===== src/rtl/rle_pkg.sv =====
`default_nettype none
// ============================================================================
// Module      : rle_pkg
// Description : Shared widths, FSM state type, symbol struct and helpers for
//               the run-length beat sequencer. Optional feature macro:
//               RLE_ZRL_EN (splits runs longer than 15 into ZRL symbols).
// Revision    : 1.0 - initial release
// ============================================================================
package rle_pkg;

  localparam int COEF_W     = 8;
  localparam int RUN_W      = 6;
  localparam int ENTRY_W    = 14;
  localparam int BEAT_COEFS = 8;
  localparam int BEATS      = 8;
  localparam int BEAT_W     = COEF_W * BEAT_COEFS;
  localparam int ARRAY_W    = ENTRY_W * BEAT_COEFS;

  // A ZRL symbol stands for 16 zeros and is coded as run=15, value=0
  localparam logic [RUN_W-1:0] ZRL_RUN  = 6'd15;
  localparam logic [RUN_W-1:0] ZRL_SPAN = 6'd16;

  typedef enum logic [1:0] {
    ST_IDLE    = 2'd0,
    ST_CAPTURE = 2'd1,
    ST_EMIT    = 2'd2,
    ST_EOB     = 2'd3
  } state_e;

  typedef struct packed {
    logic [RUN_W-1:0]  run;
    logic [COEF_W-1:0] value;
    logic              last;
  } sym_t;

  localparam sym_t EOB_SYM = '{run: '0, value: '0, last: 1'b1};
  localparam sym_t ZRL_SYM = '{run: ZRL_RUN, value: '0, last: 1'b0};

  // Pull entry idx out of the packed compressor array ({run, value} per entry)
  function automatic logic [ENTRY_W-1:0] get_entry(input logic [ARRAY_W-1:0] arr,
                                                   input logic [2:0]         idx);
    return arr[idx*ENTRY_W +: ENTRY_W];
  endfunction

endpackage
`default_nettype wire


===== src/rtl/rle_run_splitter.sv =====
`default_nettype none
// ============================================================================
// Module      : rle_run_splitter
// Description : Chops a long zero run into ZRL symbols. Given the current
//               entry's remaining run and value it returns the next symbol,
//               whether the entry is consumed, and the run left afterwards.
//               Only built when RLE_ZRL_EN is defined.
// Revision    : 1.0 - initial release
// ============================================================================
`ifdef RLE_ZRL_EN
module rle_run_splitter
  import rle_pkg::*;
(
  input  logic [RUN_W-1:0]  run_i,
  input  logic [COEF_W-1:0] value_i,
  output logic [RUN_W-1:0]  sym_run_o,
  output logic [COEF_W-1:0] sym_value_o,
  output logic              consume_o,
  output logic [RUN_W-1:0]  rem_run_o
);

  // Runs above 15 emit one ZRL and keep the entry; otherwise emit the entry
  always_comb begin
    sym_run_o   = run_i;
    sym_value_o = value_i;
    consume_o   = 1'b1;
    rem_run_o   = run_i;
    if (run_i > ZRL_RUN) begin
      sym_run_o   = ZRL_SYM.run;
      sym_value_o = ZRL_SYM.value;
      consume_o   = 1'b0;
      rem_run_o   = run_i - ZRL_SPAN;
    end
  end

endmodule
`endif
`default_nettype wire


===== src/rtl/rle_beat_sequencer.sv =====
`default_nettype none
// ============================================================================
// Module      : rle_beat_sequencer
// Description : Walks one 64-coefficient block through the 8-coefficient RLE
//               compressor a beat at a time, carrying zero runs across beats,
//               serialising (run, value) symbols and appending EOB when the
//               block ends in zeros. Optional feature macro: RLE_ZRL_EN.
// Revision    : 1.0 - initial release
// ============================================================================
module rle_beat_sequencer
  import rle_pkg::*;
(
  input  logic               clk,
  input  logic               rst_n,
  input  logic               in_valid,
  output logic               in_ready,
  input  logic [BEAT_W-1:0]  in_data,
  output logic [BEAT_W-1:0]  cmp_data,
  input  logic               cmp_flag,
  input  logic [2:0]         cmp_left,
  input  logic [2:0]         cmp_right,
  input  logic [ARRAY_W-1:0] cmp_array,
  input  logic [3:0]         cmp_size,
  output logic               out_valid,
  input  logic               out_ready,
  output logic [RUN_W-1:0]   out_run,
  output logic [COEF_W-1:0]  out_value,
  output logic               out_last,
  output logic               busy
);

  state_e               state_q;
  logic [BEAT_W-1:0]    cmp_data_q;
  logic [2:0]           beat_cnt_q;
  logic [RUN_W-1:0]     pending_q;
  logic [ARRAY_W-1:0]   arr_q;
  logic [3:0]           size_q;
  logic [2:0]           idx_q;
  logic [RUN_W-1:0]     rem_q;
  logic                 consumed_q;
  logic                 out_valid_q;
  sym_t                 sym_q;

  logic [2:0]           w_entry_idx;
  logic [ENTRY_W-1:0]   w_entry;
  logic [2:0]           w_sel_idx;
  logic [RUN_W-1:0]     w_sel_run;
  logic [COEF_W-1:0]    w_sel_val;
  logic [3:0]           w_sel_size;
  logic [RUN_W-1:0]     w_pend_after;
  logic [RUN_W-1:0]     w_split_run;
  logic [COEF_W-1:0]    w_split_val;
  logic                 w_consume;
  logic [RUN_W-1:0]     w_rem;
  logic                 w_last_beat;
  logic                 w_sym_last;
  logic                 w_beat_done;
  logic                 w_out_hs;

  // A ZRL keeps the same entry (with its reduced run); otherwise move to the next one
  assign w_entry_idx = consumed_q ? (idx_q + 3'd1) : idx_q;
  assign w_entry     = get_entry(arr_q, w_entry_idx);

  // Pick the entry whose symbol is loaded next: entry 0 straight from the
  // compressor during CAPTURE (run extended by the carried zeros), else from the latch
  always_comb begin
    w_sel_idx    = w_entry_idx;
    w_sel_run    = consumed_q ? w_entry[ENTRY_W-1:COEF_W] : rem_q;
    w_sel_val    = w_entry[COEF_W-1:0];
    w_sel_size   = size_q;
    w_pend_after = pending_q;
    if (state_q == ST_CAPTURE) begin
      w_sel_idx    = '0;
      w_sel_run    = pending_q + RUN_W'(cmp_right);
      w_sel_val    = cmp_array[COEF_W-1:0];
      w_sel_size   = cmp_size;
      w_pend_after = RUN_W'(cmp_left);
    end
  end

`ifdef RLE_ZRL_EN
  rle_run_splitter u_splitter (
    .run_i       (w_sel_run),
    .value_i     (w_sel_val),
    .sym_run_o   (w_split_run),
    .sym_value_o (w_split_val),
    .consume_o   (w_consume),
    .rem_run_o   (w_rem)
  );
`else
  assign w_split_run = w_sel_run;
  assign w_split_val = w_sel_val;
  assign w_consume   = 1'b1;
  assign w_rem       = w_sel_run;
`endif

  assign w_last_beat = (beat_cnt_q == 3'(BEATS - 1));
  // The final entry of the final beat closes the block when no zeros trail it
  assign w_sym_last  = w_consume && ({1'b0, w_sel_idx} == (w_sel_size - 4'd1)) &&
                       w_last_beat && (w_pend_after == '0);
  assign w_beat_done = consumed_q && ({1'b0, idx_q} == (size_q - 4'd1));
  assign w_out_hs    = out_valid_q && out_ready;

  // Beat sequencing FSM; all symbol outputs are registered here
  always_ff @(posedge clk or negedge rst_n) begin
    if (!rst_n) begin
      state_q     <= ST_IDLE;
      cmp_data_q  <= '0;
      beat_cnt_q  <= '0;
      pending_q   <= '0;
      arr_q       <= '0;
      size_q      <= '0;
      idx_q       <= '0;
      rem_q       <= '0;
      consumed_q  <= 1'b1;
      out_valid_q <= 1'b0;
      sym_q       <= '0;
    end else begin
      case (state_q)
        ST_IDLE: begin
          if (in_valid) begin
            cmp_data_q <= in_data;
            state_q    <= ST_CAPTURE;
          end
        end
        ST_CAPTURE: begin
          if (!cmp_flag) begin
            pending_q <= pending_q + 6'd8;
            if (w_last_beat) begin
              out_valid_q <= 1'b1;
              sym_q       <= EOB_SYM;
              state_q     <= ST_EOB;
            end else begin
              beat_cnt_q <= beat_cnt_q + 3'd1;
              state_q    <= ST_IDLE;
            end
          end else begin
            arr_q       <= cmp_array;
            size_q      <= cmp_size;
            pending_q   <= w_pend_after;
            idx_q       <= '0;
            consumed_q  <= w_consume;
            rem_q       <= w_rem;
            out_valid_q <= 1'b1;
            sym_q       <= '{run: w_split_run, value: w_split_val, last: w_sym_last};
            state_q     <= ST_EMIT;
          end
        end
        ST_EMIT: begin
          if (w_out_hs) begin
            if (w_beat_done) begin
              if (w_last_beat && (pending_q != '0)) begin
                sym_q   <= EOB_SYM;
                state_q <= ST_EOB;
              end else begin
                out_valid_q <= 1'b0;
                sym_q       <= '0;
                beat_cnt_q  <= w_last_beat ? 3'd0 : (beat_cnt_q + 3'd1);
                state_q     <= ST_IDLE;
              end
            end else begin
              idx_q      <= w_sel_idx;
              consumed_q <= w_consume;
              rem_q      <= w_rem;
              sym_q      <= '{run: w_split_run, value: w_split_val, last: w_sym_last};
            end
          end
        end
        ST_EOB: begin
          if (w_out_hs) begin
            out_valid_q <= 1'b0;
            sym_q       <= '0;
            pending_q   <= '0;
            beat_cnt_q  <= '0;
            state_q     <= ST_IDLE;
          end
        end
        default: state_q <= ST_IDLE;
      endcase
    end
  end

  assign in_ready  = (state_q == ST_IDLE);
  assign cmp_data  = cmp_data_q;
  assign out_valid = out_valid_q;
  assign out_run   = sym_q.run;
  assign out_value = sym_q.value;
  assign out_last  = sym_q.last;
  assign busy      = (beat_cnt_q != '0) || (state_q != ST_IDLE);

endmodule
`default_nettype wire


===== config.mk =====
export PLATFORM = sky130hd
export DESIGN_NAME = rle_beat_sequencer
export DESIGN_NICKNAME = d
export VERILOG_FILES = /design/src/rtl/rle_pkg.sv /design/src/rtl/rle_run_splitter.sv /design/src/rtl/rle_beat_sequencer.sv
export SDC_FILE = /design/constraint.sdc
export NUM_CORES = 1
export LEC_CHECK = 0
export ABC_CLOCK_PERIOD_IN_PS = 3950
export CAP_MARGIN = 20
export CORE_UTILIZATION = 40
export DETAILED_ROUTE_END_ITERATION = 6
export GPL_TIMING_DRIVEN = 0
export HOLD_SLACK_MARGIN = 0.1
export PLACE_DENSITY = 0.69
export SYNTH_ARGS = -nofsm -noshare
export SYNTH_HDL_FRONTEND = slang
export SYNTH_SLANG_ARGS = --single-unit
export TNS_END_PERCENT = 100

===== constraint.sdc =====
create_clock -name clk -period 3.95 [get_ports clk]
set_input_delay 0.5925 -clock clk [delete_from_list [all_inputs] [get_ports clk]]
set_output_delay 0.5925 -clock clk [all_outputs]
set_load 0.01 [all_outputs]

[After elaboration in Yosys (flattened, before gate mapping)]
Cells that the tools add are included.
Cells by class
  order comparisons: 0
  reductions and logical operators: 22
  bitwise operators: 0
  divide/modulo/power cells: 0
  multipliers: 1
  mux-type cells: 52
  add/subtract/negate cells: 6
  equality and inequality tests: 16
  shift operators: 1
Operators by type and width (number)
  indexed part select 112 x 8 -> 14 bit: 1
  two-way mux 15 bit: 5
  two-way mux 6 bit: 8
  case mux 15 bit (3 select lines): 1
  two-way mux 3 bit: 12
  case mux 6 bit (2 select lines): 2
  != test 2 bit, second input constant: 9
  two-way mux 2 bit: 7
  AND reduction 4 bit: 3
  two-way mux 1 bit: 10
  case mux 3 bit (3 select lines): 1
  equality test 3 x 4 -> 1 bit: 2
  two-way mux 8 bit: 1
  case mux 2 bit (4 select lines): 1
  subtractor 4 x 1 -> 4 bit, second input constant: 2
  AND reduction 7 bit: 1
  adder 3 x 1 -> 3 bit, second input constant: 2
  adder 6 x 3 -> 6 bit: 1
  adder 6 x 4 -> 6 bit, second input constant: 1
  zero test 6 bit: 1
  multiplier 3 x 3 -> 6 bit, second input constant: 1
  case mux 3 bit (2 select lines): 1
  AND reduction 2 bit: 3
  AND reduction 6 bit: 1
  other kinds (13): 21
Word-level totals
  bits in latches: 0
  bits in read-only memories: 0
  memories kept: 0
  output and inout port bits: 82
  logic and storage cells: 111
  input port bits: 191
  memory bits (writable): 0
  register bits after elaboration: 217

[Longest topological paths before layout]
  word-level depth: 9
  depth in mapped cells: 12
  gate-level depth less buffers: 9

[Worst setup path after synthesis]
Ideal clock, no wire load.
  path type: register to register
  start point: register beat_cnt_q[0] (netlist name)
  end point: register idx_q[1]
  stages on the path, launching flop included: 8
  setup time: 125 ps
  data required time: 3825 ps
  arrival: 2178 ps
  path buffers: 0
  clock period less this slack: 2303 ps
  slack: 1647 ps
  cells stage by stage: dfrtp_1 -> ha_1 -> ha_1 -> or2_2 -> a21oi_1 -> nor2_1 -> a21boi_2 -> mux2_2
RTL lines
  end signal, assigned: RTL line rle_beat_sequencer.sv:162  | idx_q <= w_sel_idx;
  end, declared: RTL line rle_beat_sequencer.sv:38  | logic [2:0] idx_q;

[Worst setup path in the final report]
  start point: register beat_cnt_q[0]
  end point: register sym_q, in the netlist out_run[1]
Between the ends
  longest elaborated chain between the ends: 3
RTL lines
  start, declared: RTL line rle_beat_sequencer.sv:34  | logic [2:0] beat_cnt_q;
  start signal, assigned: RTL line rle_beat_sequencer.sv:134  | beat_cnt_q <= beat_cnt_q + 3'd1;
  start signal, assigned: RTL line rle_beat_sequencer.sv:158  | beat_cnt_q <= w_last_beat ? 3'd0 : (beat_cnt_q + 3'd1);
  equality test 3 bit: RTL line rle_beat_sequencer.sv:97  | assign w_last_beat = (beat_cnt_q == 3'(BEATS - 1));
  != test 3 bit (no source line)
  AND reduction 4 bit (no source line)
  end signal, assigned: RTL line rle_beat_sequencer.sv:145  | sym_q <= '{run: w_split_run, value: w_split_val, last: w_sym_last};
  end signal, assigned: RTL line rle_beat_sequencer.sv:165  | sym_q <= '{run: w_split_run, value: w_split_val, last: w_sym_last};
  end, declared: RTL line rle_beat_sequencer.sv:42  | sym_t sym_q;
Every way passes these cells.
A chain may end at the register's enable or synchronous reset.

==> summary.md <==
| Metric | Value |
|---|---|
| Crit end category | `flip-flop` |
| Core box area | `around 0.023 mm²` |
| Slew at the pin with the worst max-slew slack | `0.850 ns` |
| Vias in the first global route | `between 6000 and 7000` |
| Die Area | `about 0.024 mm²` |
| Slew Viols, Final | `0` |
| Maximum vdd ir drop | `0.396 mV` |
| Pwr Density | `about 800 mW/mm²` |
| # DRC | `0` |
| Int Power | `about 7.4 mW` |
| Largest net degree at the start of global routing | `between 100 and 150` |
| Placed wire-length estimate | `roughly 18000 µm` |
| First-pass GRT wire length | `approximately 38000 µm` |
| Synth Area per Inst | `14.3 µm²` |
| Initial antenna violation count | `1` |
| Worst-skew pair later-pin latency | `between 0.5 and 0.6 ns` |
| # rows | `55` |
| Antenna-violating nets left | `0` |
| Register area | `0.00526 mm²` |
| Min cycle time layout | `3.12 ns` |
| RePlAce Congestion | `~0.82` |
| I/O Buffers | `between 200 and 300` |
| Crit start category | `flip-flop` |
| Crit path to | `out_run[1]` |
| CTS buffer count | `24` |
| Status | `completed` |
| Comb power frac | `between 40 and 50%` |
| Ys async rst share | `100%` |
| Clock tree from TritonCTS | `done` |
| Most frequent cells in the layout | `clkdlybuf4s50_1, dfrtp_1, mux2_2` |
| Mapped Cells | `656` |
| WL/cell | `roughly 19 µm` |
| Die height | `approximately 150 µm` |
| # fillers | `1884` |
| Post_cts resized | `0` |
| Synth unique cells | `45` |
| Drt first pass iters | `4` |
| Post-Route Utilization | `roughly 59%` |
| Die W | `between 150 and 200 µm` |
| Worst slew margin | `a little over two fifths` |
| Mapped cell area | `0.00936 mm²` |
| Kind of critical path | `reg -> reg` |
| Switching Share | `roughly 32%` |
| Final Net Count | `around 1200` |
| Clk sinks | `210` |
| Hold Worst Slack | `0.0712 ns` |
| Synth Warn # | `0` |
| Most common cell after layout, fill and taps aside | `clkdlybuf4s50_1` |
| Crit-path max FO | `10` |
| Postcts setup bufs | `0` |
| Initial Util | `approximately 41%` |
| Register share of total power | `a little over a third` |
| Area growth syn-to-layout | `42.9%` |
| Crit share post-route | `79.1%` |
| N_diodes | `0` |
| # H-tree levels | `1` |
| Reg-to-Reg Start | `beat_cnt_q[0]` |
| #FFs+latches synth | `210` |
| Total grt overflow | `0` |
| CP Data Required Time | `4.32 ns` |
| Clock power frac | `21.4%` |
| Register area share after synthesis | `56.2%` |
| Worst hold-check path type | `in -> async` |
| Worst R2R Path Depth | `8` |
| Syn Nets | `about 860` |
| Clk_skew | `0.0168 ns` |
| Area of the multi-input gates | `0.00392 mm²` |
| Io pins | `273` |
| Hold violation count in the final report | `0` |
| Via count | `6451` |
| CTS Root Cell | `clkbuf_16` |
| Hold_buf cts | `0` |
| Max clock buf depth | `3` |
| Setup violators final | `0` |
| Gr usage total | `approximately 21%` |
| Leak Pwr | `about 5.6 nW` |
| Post-synth EDFFs | `0` |
| Unrepaired setup endpoints after global routing | `no` |
| Top_reg_cell synth | `dfrtp_1` |
| R2R Path End | `out_run[1]` |
| WL final | `24500 µm` |
| Crit. Startpoint | `beat_cnt_q[0]` |
| Clock Pin Slew Worst Setup and Hold Paths | `roughly 0.060 ns` |
| Share of cells above drive strength 1 | `27.5%` |
| Vias per cell | `5.01` |
| Fmax achieved | `320 MHz` |
| DRT iter0 DRCs | `250` |
| FF-to-FF setup slack | `between 0.8 and 0.9 ns` |
| P_sw | `between 3 and 4 mW` |
| CP arrival | `roughly 3.5 ns` |
| Max-cap viol count | `0` |
-- flip-flops by register name (all words and copies together), names as in the netlist --
signal,count
state_q,2
out_valid,1
beat_cnt_q,3
cmp_data,64
arr_q,112
out_last,1
idx_q,3
out_value,8
pending_q,6
out_run,6
size_q,4
-- power groups by stage --
stage / logic (mW) / registers [mW] / clock network, mW
5_1_grt: 5.15 / 3.96 / 2.47
4_1_cts: 4.82 / 3.81 / 2.38
3_3_place_gp: 4.71 / 3.81 / 0
3_5_place_dp: 4.80 / 3.84 / 0
6_report: 4.74 / 3.81 / 2.33
2_1_floorplan: 2.79 / 3.89 / 0
-- Yosys cell counts, drive strengths merged, types with 3 or more instances --
library cell    n  area (µm²)
nand2          31         116
a21boi          3        26.3
nor2b           7        43.8
a21o            4        30.0
xor2            7        61.3
and2            3        18.8
a21oi          21         105
o21ai          21         105
inv             7        26.3
nand3b          4        30.0
mux2          183        2060
mux4           28         631
clkbuf         25        95.1
nor2           24        90.1
ha             10         125
a31oi           5        31.3
dfrtp         210        5260
buf            14        65.1
mux2i          18         180
-- worst min path at each step --
stage,from,end,slack [ns],cells past startpoint
floorplan,rst_n,arr_q[0],0.30,0
global placement,out_run[3],out_run[3],0.46,2
detailed placement,out_run[2],out_run[2],0.47,2
CTS,rst_n,beat_cnt_q[2],0.14,2
global route,rst_n,beat_cnt_q[1],0.15,2
finish,rst_n,beat_cnt_q[1],0.07,2
-- final cells by class --
cell class	instances	share of cell area, %
buffer	39	1.20
clock buffer	31	5.15
clock inverter	13	1.13
inverter	7	0.197
multi-input combinational	400	29.3
sequential	210	39.3
tap	313	2.93
timing repair buffer	274	20.8
-- stage by stage --
stage	instances	power, mW	instance area, µm²	TNS (ns)	setup WS (ns)
after floorplan	656	6.68	9360	0	1.65
after global placement	1241	8.52	12500	-1460.20	-6.97
after detailed placement	1243	8.64	12500	0	0.659
after CTS	1287	11.0	13400	0	0.853
after global routing	1287	11.6	13400	0	0.596
final	1287	10.9	13400	0	0.827
-- critical path: stages, from the launching register on --
cell and delay (ns):
dfrtp_1 0.38, ha_1 0.22, ha_1 0.27, or2_2 0.32, a21oi_1 0.66, nor2_1 0.25, a21boi_2 0.42, clkbuf_2 0.32
o21ai_0 0.14
-- logic make-up (layout without fill, tap and decap cells) --
family | count (synthesis) | count (layout) | synth area share [%]
xor gates and xnor gates | 10 | 10 | 1.10
muxes | 229 | 229 | 30.7
DFF | 210 | 210 | 56.2
buffers and inverters | 46 | 364 | 1.99
and+or+nand+nor | 82 | 82 | 4.13
AOI/OAI and AO/OA | 68 | 68 | 4.39
adders and majority gates | 11 | 11 | 1.55
-- layer usage --
metal | GRT usage, % | wire length, µm | vias up
li1 | - | - | 2982
met1 | 27.3 | 10400 | 3218
met2 | 35.2 | 12100 | 216
met3 | 4.01 | 1530 | 33
met4 | 5.04 | 448 | 2
met5 | 0 | 13 | -
Note: power is estimated with default switching activity, not from simulation.
==> edit 1 (same settings) <==
Encoding of `state_e`: now one-hot (4 bits for 4 states).
--- a/src/rtl/rle_pkg.sv
+++ b/src/rtl/rle_pkg.sv
@@ -20,11 +20,11 @@
   localparam logic [RUN_W-1:0] ZRL_RUN  = 6'd15;
   localparam logic [RUN_W-1:0] ZRL_SPAN = 6'd16;
 
-  typedef enum logic [1:0] {
-    ST_IDLE    = 2'd0,
-    ST_CAPTURE = 2'd1,
-    ST_EMIT    = 2'd2,
-    ST_EOB     = 2'd3
+  typedef enum logic [3:0] {
+    ST_IDLE    = 4'b0001,
+    ST_CAPTURE = 4'b0010,
+    ST_EMIT    = 4'b0100,
+    ST_EOB     = 4'b1000
   } state_e;
 
   typedef struct packed {
Check against the original RTL: no difference found for any inputs over 4 cycles, from zero or initial values and one cycle with rst_n low; so few cycles prove little.
==> edit 1 against the original RTL <==
  * Fmax decreased by 9.6%
  * Critical endpoint is now out_last
  * Synthesized area increased by 1.6%
  * Via count increased by 20%
  * Clock power increased by 5%
  * Sequential cell count increased by 2
  * Setup slack got worse by 0.33 ns
  * Final area increased by 1.3%
  * Total power decreased by 4.9%
  * Global-route usage increased by 2.6 points
  * Combinational power decreased by 14%
  * Clock skew increased by 0.0068 ns
  * Routed wire length increased by 15%
  * Utilization decreased by 0.80 points
==> edit 1: results <==
status:
  outcome: "finished, final reports clean"
worst_setup_path:
  cp_max_fo: 10
  crit_path_top_delay_cell: "nor4b_1"
  r2r_end: "out_last"
  r2r_setup_slack_ns: 0.50
  worst-r2r-cell-count: 11
  cpPeakStageDelay_ns: 0.58
  r2r_start: "state_q[2]"
  arrival_ns: 3.85
yosys:
  synthArstFlopShare: 1.000
  ys_seq_area_frac: 0.5582
  syn_avg_cell_area_um2: 10.54
  synthDistinctLibCells: 47
  ys.warnings.count: 0
  netlist_top_cells_count: "nand2_1, dfrtp_1, mux2_2, mux4_2, clkbuf_1"
  synth_top_cells_by_area: "dfrtp_1, nand2_1, mux2_2, mux4_2, mux2i_1"
  ys_ff_latch: 212
  synth_nets: 1104
  ys.flop_type: "dfrtp_1"
clock_tree:
  cts_buffers: 24
  clockBufferDepth: 3
  insertion_delay_ns: 0.53
  cts_setup_buffers: 0
  cts_max_level: 1
finish:
  fill_cells: 2021
  fin_cells: 1538
  fin_nets: 1403
  antenna_cells: 0
  drive_above_1_share: 0.1403
pwr:
  p_sw_frac: 0.3312
  p_leak_nw: 6.193
  peakVddDrop_uv: 394.0
detailed_routing:
  routed_wl_mm: 28.15
  dr.first_iter.drc_count: 519
  dr.pass1.iters: 5
  vias_per_cell: 5.041
place:
  placedInstanceArea_um2: 12660
  dp_slack_ns: 0.6094
  place_congestion: 0.8870
  port_buffers: 272
  hpwlAfterDp_mm: 21.02
timing:
  min_period_ns: 3.453
  tightestPinTransition_ns: 0.8737
  holdWs_ns: 0.1449
  skew_ns: 0.02355
  fin_setup_tns_ns: 0
global_route:
  antenna_found_initial: 0
  grt_pass1_vias: 7685
  grt_max_degree: 116
  grtUsageTotal: 0.2328
  grt_pass1_wl_mm: 43.14
-- edit 1: cell count changes in the layout (fill, tap and decap cells not counted), sizes merged, moves of 4 or more --
cell / delta
or3: +4
o21ai: +4
nand3: +5
xnor2: +4
nor2b: -7
mux2: -117
nand2: +340
buf: +8
a31oi: -5
nor3: +5
-- edit 1: worst max path at each step --
stage	from	to	cells past startpoint
final	state_q[2]	out_last	11
after global routing	state_q[3]	out_last	10
after CTS	state_q[2]	out_last	11
after detailed placement	state_q[2]	out_last	11
after global placement	rst_n	out_run[4]	1
after floorplan	state_q[2]	out_last	11
-- edit 1: layout make-up --
type                            count  area, um2  share of cell area
Clock buffer                       33      724.4             0.05346
Clock inverter                     11      166.4             0.01228
Timing Repair Buffer              273       2755              0.2033
Multi-Input combinational cell    632       3954              0.2918
Tap cell                          319      399.1             0.02945
Inverter                            9      33.78            0.002493
Buffer                             49      212.7             0.01570
Sequential cell                   212       5306              0.3916
-- edit 1: worst max-delay path, delay by kind of cell (launching register included) --
| family | cells | cell delay [ns] |
|---|---|---|
| flops | 1 | 0.36 |
| fa+ha+maj | 1 | 0.27 |
| buf+inv | 3 | 1.03 |
| simple gates | 3 | 0.85 |
| compound gates | 4 | 0.81 |
-- edit 1: power groups by stage --
stage / combinational, mW / clock, mW / sequential, mW
after floorplan: 2.17 / 0 / 3.87
after global placement: 3.98 / 0 / 3.81
after detailed placement: 4.08 / 0 / 3.85
after CTS: 4.10 / 2.49 / 3.83
after global routing: 4.43 / 2.57 / 3.96
final: 4.07 / 2.45 / 3.84
-- edit 1: kinds of logic (layout without fill, tap and decap cells) --
group,after synthesis,in the layout,share of synthesized area
compound gates,69,69,0.04567
xor+xnor,11,11,0.01092
fa+ha+maj,11,11,0.01527
buf+inv,58,375,0.02593
flops,212,212,0.5582
mux,113,113,0.1645
simple gates,428,428,0.1795
-- edit 1: metal layers --
metal,track usage,part of all wire,vias up
met4,0.07190,0.027,0
li1,-,-,3612
met3,0.02583,0.047,48
met1,0.3178,0.43,3849
met5,0,0,-
met2,0.3899,0.50,244
==> edit 2 (same settings) <==
Without the edit above. The option `RLE_ZRL_EN` is turned on by a define.
--- a/src/rtl/rle_run_splitter.sv
+++ b/src/rtl/rle_run_splitter.sv
@@ -7,6 +7,8 @@
 //               Only built when RLE_ZRL_EN is defined.
 // Revision    : 1.0 - initial release
 // ============================================================================
+`define RLE_ZRL_EN
+
 `ifdef RLE_ZRL_EN
 module rle_run_splitter
   import rle_pkg::*;
Check against the original RTL: not equivalent (Yosys sat finds a counterexample within 4 cycles, from zero or initial values and one cycle with rst_n low).
==> edit 2 against the original RTL <==
  * Clock power up 4%
  * Setup slack got worse by 0.45 ns
  * Sequential cell count increased by 7
  * Synthesized area increased by 9.6%
  * Critical path type unchanged
  * Total power up 1.8%
  * Routed wire length increased by 24%
  * Final area increased by 6.7%
==> edit 2: results <==
timing:
  skew_ns: 0.01192
  maxSlewHeadroom: 0.4165
detailed_routing:
  vias: 8385
  dr.pass1.iters: 5
  dr.first_iter.drc_count: 494
  routed_wl_mm: 30.44
  wl_per_cell_um: 18.52
yosys:
  netlist_top_cells_count: "nand2_1, dfrtp_1, mux2_2, mux2i_1, clkbuf_1"
  synthAdderAreaFrac: 0.01415
  synthMuxAreaShare: 0.1653
  synth_xor_area_frac: 0.01452
  synth_nets: 1197
  ys_seq_area_frac: 0.5296
  synth_top_cells_by_area: "dfrtp_1, nand2_1, mux2_2, mux2i_1, mux4_2"
  synth_compound_area_frac: 0.07369
  synthDistinctLibCells: 64
  syn_avg_cell_area_um2: 10.31
place:
  dp_slack_ns: 0.4159
  place_congestion: 0.8775
  placedInstanceArea_um2: 13410
  hpwlAfterDp_mm: 22.96
  port_buffers: 271
  dpl.cell_count: 1597
worst_setup_path:
  arrival_ns: 4.01
  path_delay_family: "buffers and inverters"
  crit_path_top_delay_cell: "clkbuf_1"
  cpPeakStageDelay_ns: 0.57
status:
  outcome: "finished, final reports clean"
pwr:
  p_leak_nw: 6.533
  peakVddDrop_uv: 397.3
finish:
  fin_nets: 1496
  drive_above_1_share: 0.1318
global_route:
  antenna_found_initial: 0
  grt_pass1_vias: 8464
  grt_pass1_wl_mm: 46.96
  grtUsageTotal: 0.2316
  grt_max_degree: 111
clock_tree:
  cts_buffers: 25
edit 2: worst reg2reg max path: stages, from the launching register on:
cell and delay (ns):
dfrtp_1 0.44, nor2b_1 0.16, buf_2 0.19, buf_2 0.26, buf_1 0.45, clkbuf_1 0.57, nor2_1 0.09, a21oi_1 0.15
ha_1 0.26, xnor2_1 0.15, nand2_1 0.07, or4_1 0.52, o31ai_2 0.19
edit 2: path summary, 6_finish.rpt:
path	slack [ns]	endpoint	from	depth (start not counted)
setup / recovery	0.38	out_last	state_q[0]	12
hold / removal	0.09	cmp_data[11]	rst_n	1
setup reg to reg	0.38	out_last	state_q[0]	12
hold reg to reg	0.47	arr_q[68]	arr_q[68]	2
max in group asynchronous	2.82	arr_q[84]	rst_n	2
min in group clk	0.47	arr_q[68]	arr_q[68]	2
edit 2: routing by layer:
layer,share of wire,global-route usage
met5,0,0
met4,0.026,0.06604
met3,0.065,0.03779
met2,0.48,0.3757
met1,0.43,0.3200
edit 2: cell type report:
cell class	instances	area, um2
multi-input cells	704	4498
inverters	15	56.30
repair buffers	272	2745
clock inverters	15	181.4
fillers	2182	10910
plain buffers	59	269.0
flip-flops and latches	217	5431
clock buffers	31	678.2
well taps	330	412.9
edit 2: cell families (layout without fill, tap and decap cells):
family,after synthesis,after routing
muxes,137,137
DFF,217,217
and+or+nand+nor,438,438
buffers and inverters,74,392
adders and majority gates,11,11
AOI/OAI and AO/OA,104,104
xor gates and xnor gates,14,14
edit 2: where the power goes:
group          switching, mW  internal [mW]
clock                  0.939           1.48
sequential             0.656           3.23
combinational           2.31           2.47
total                   3.91           7.18
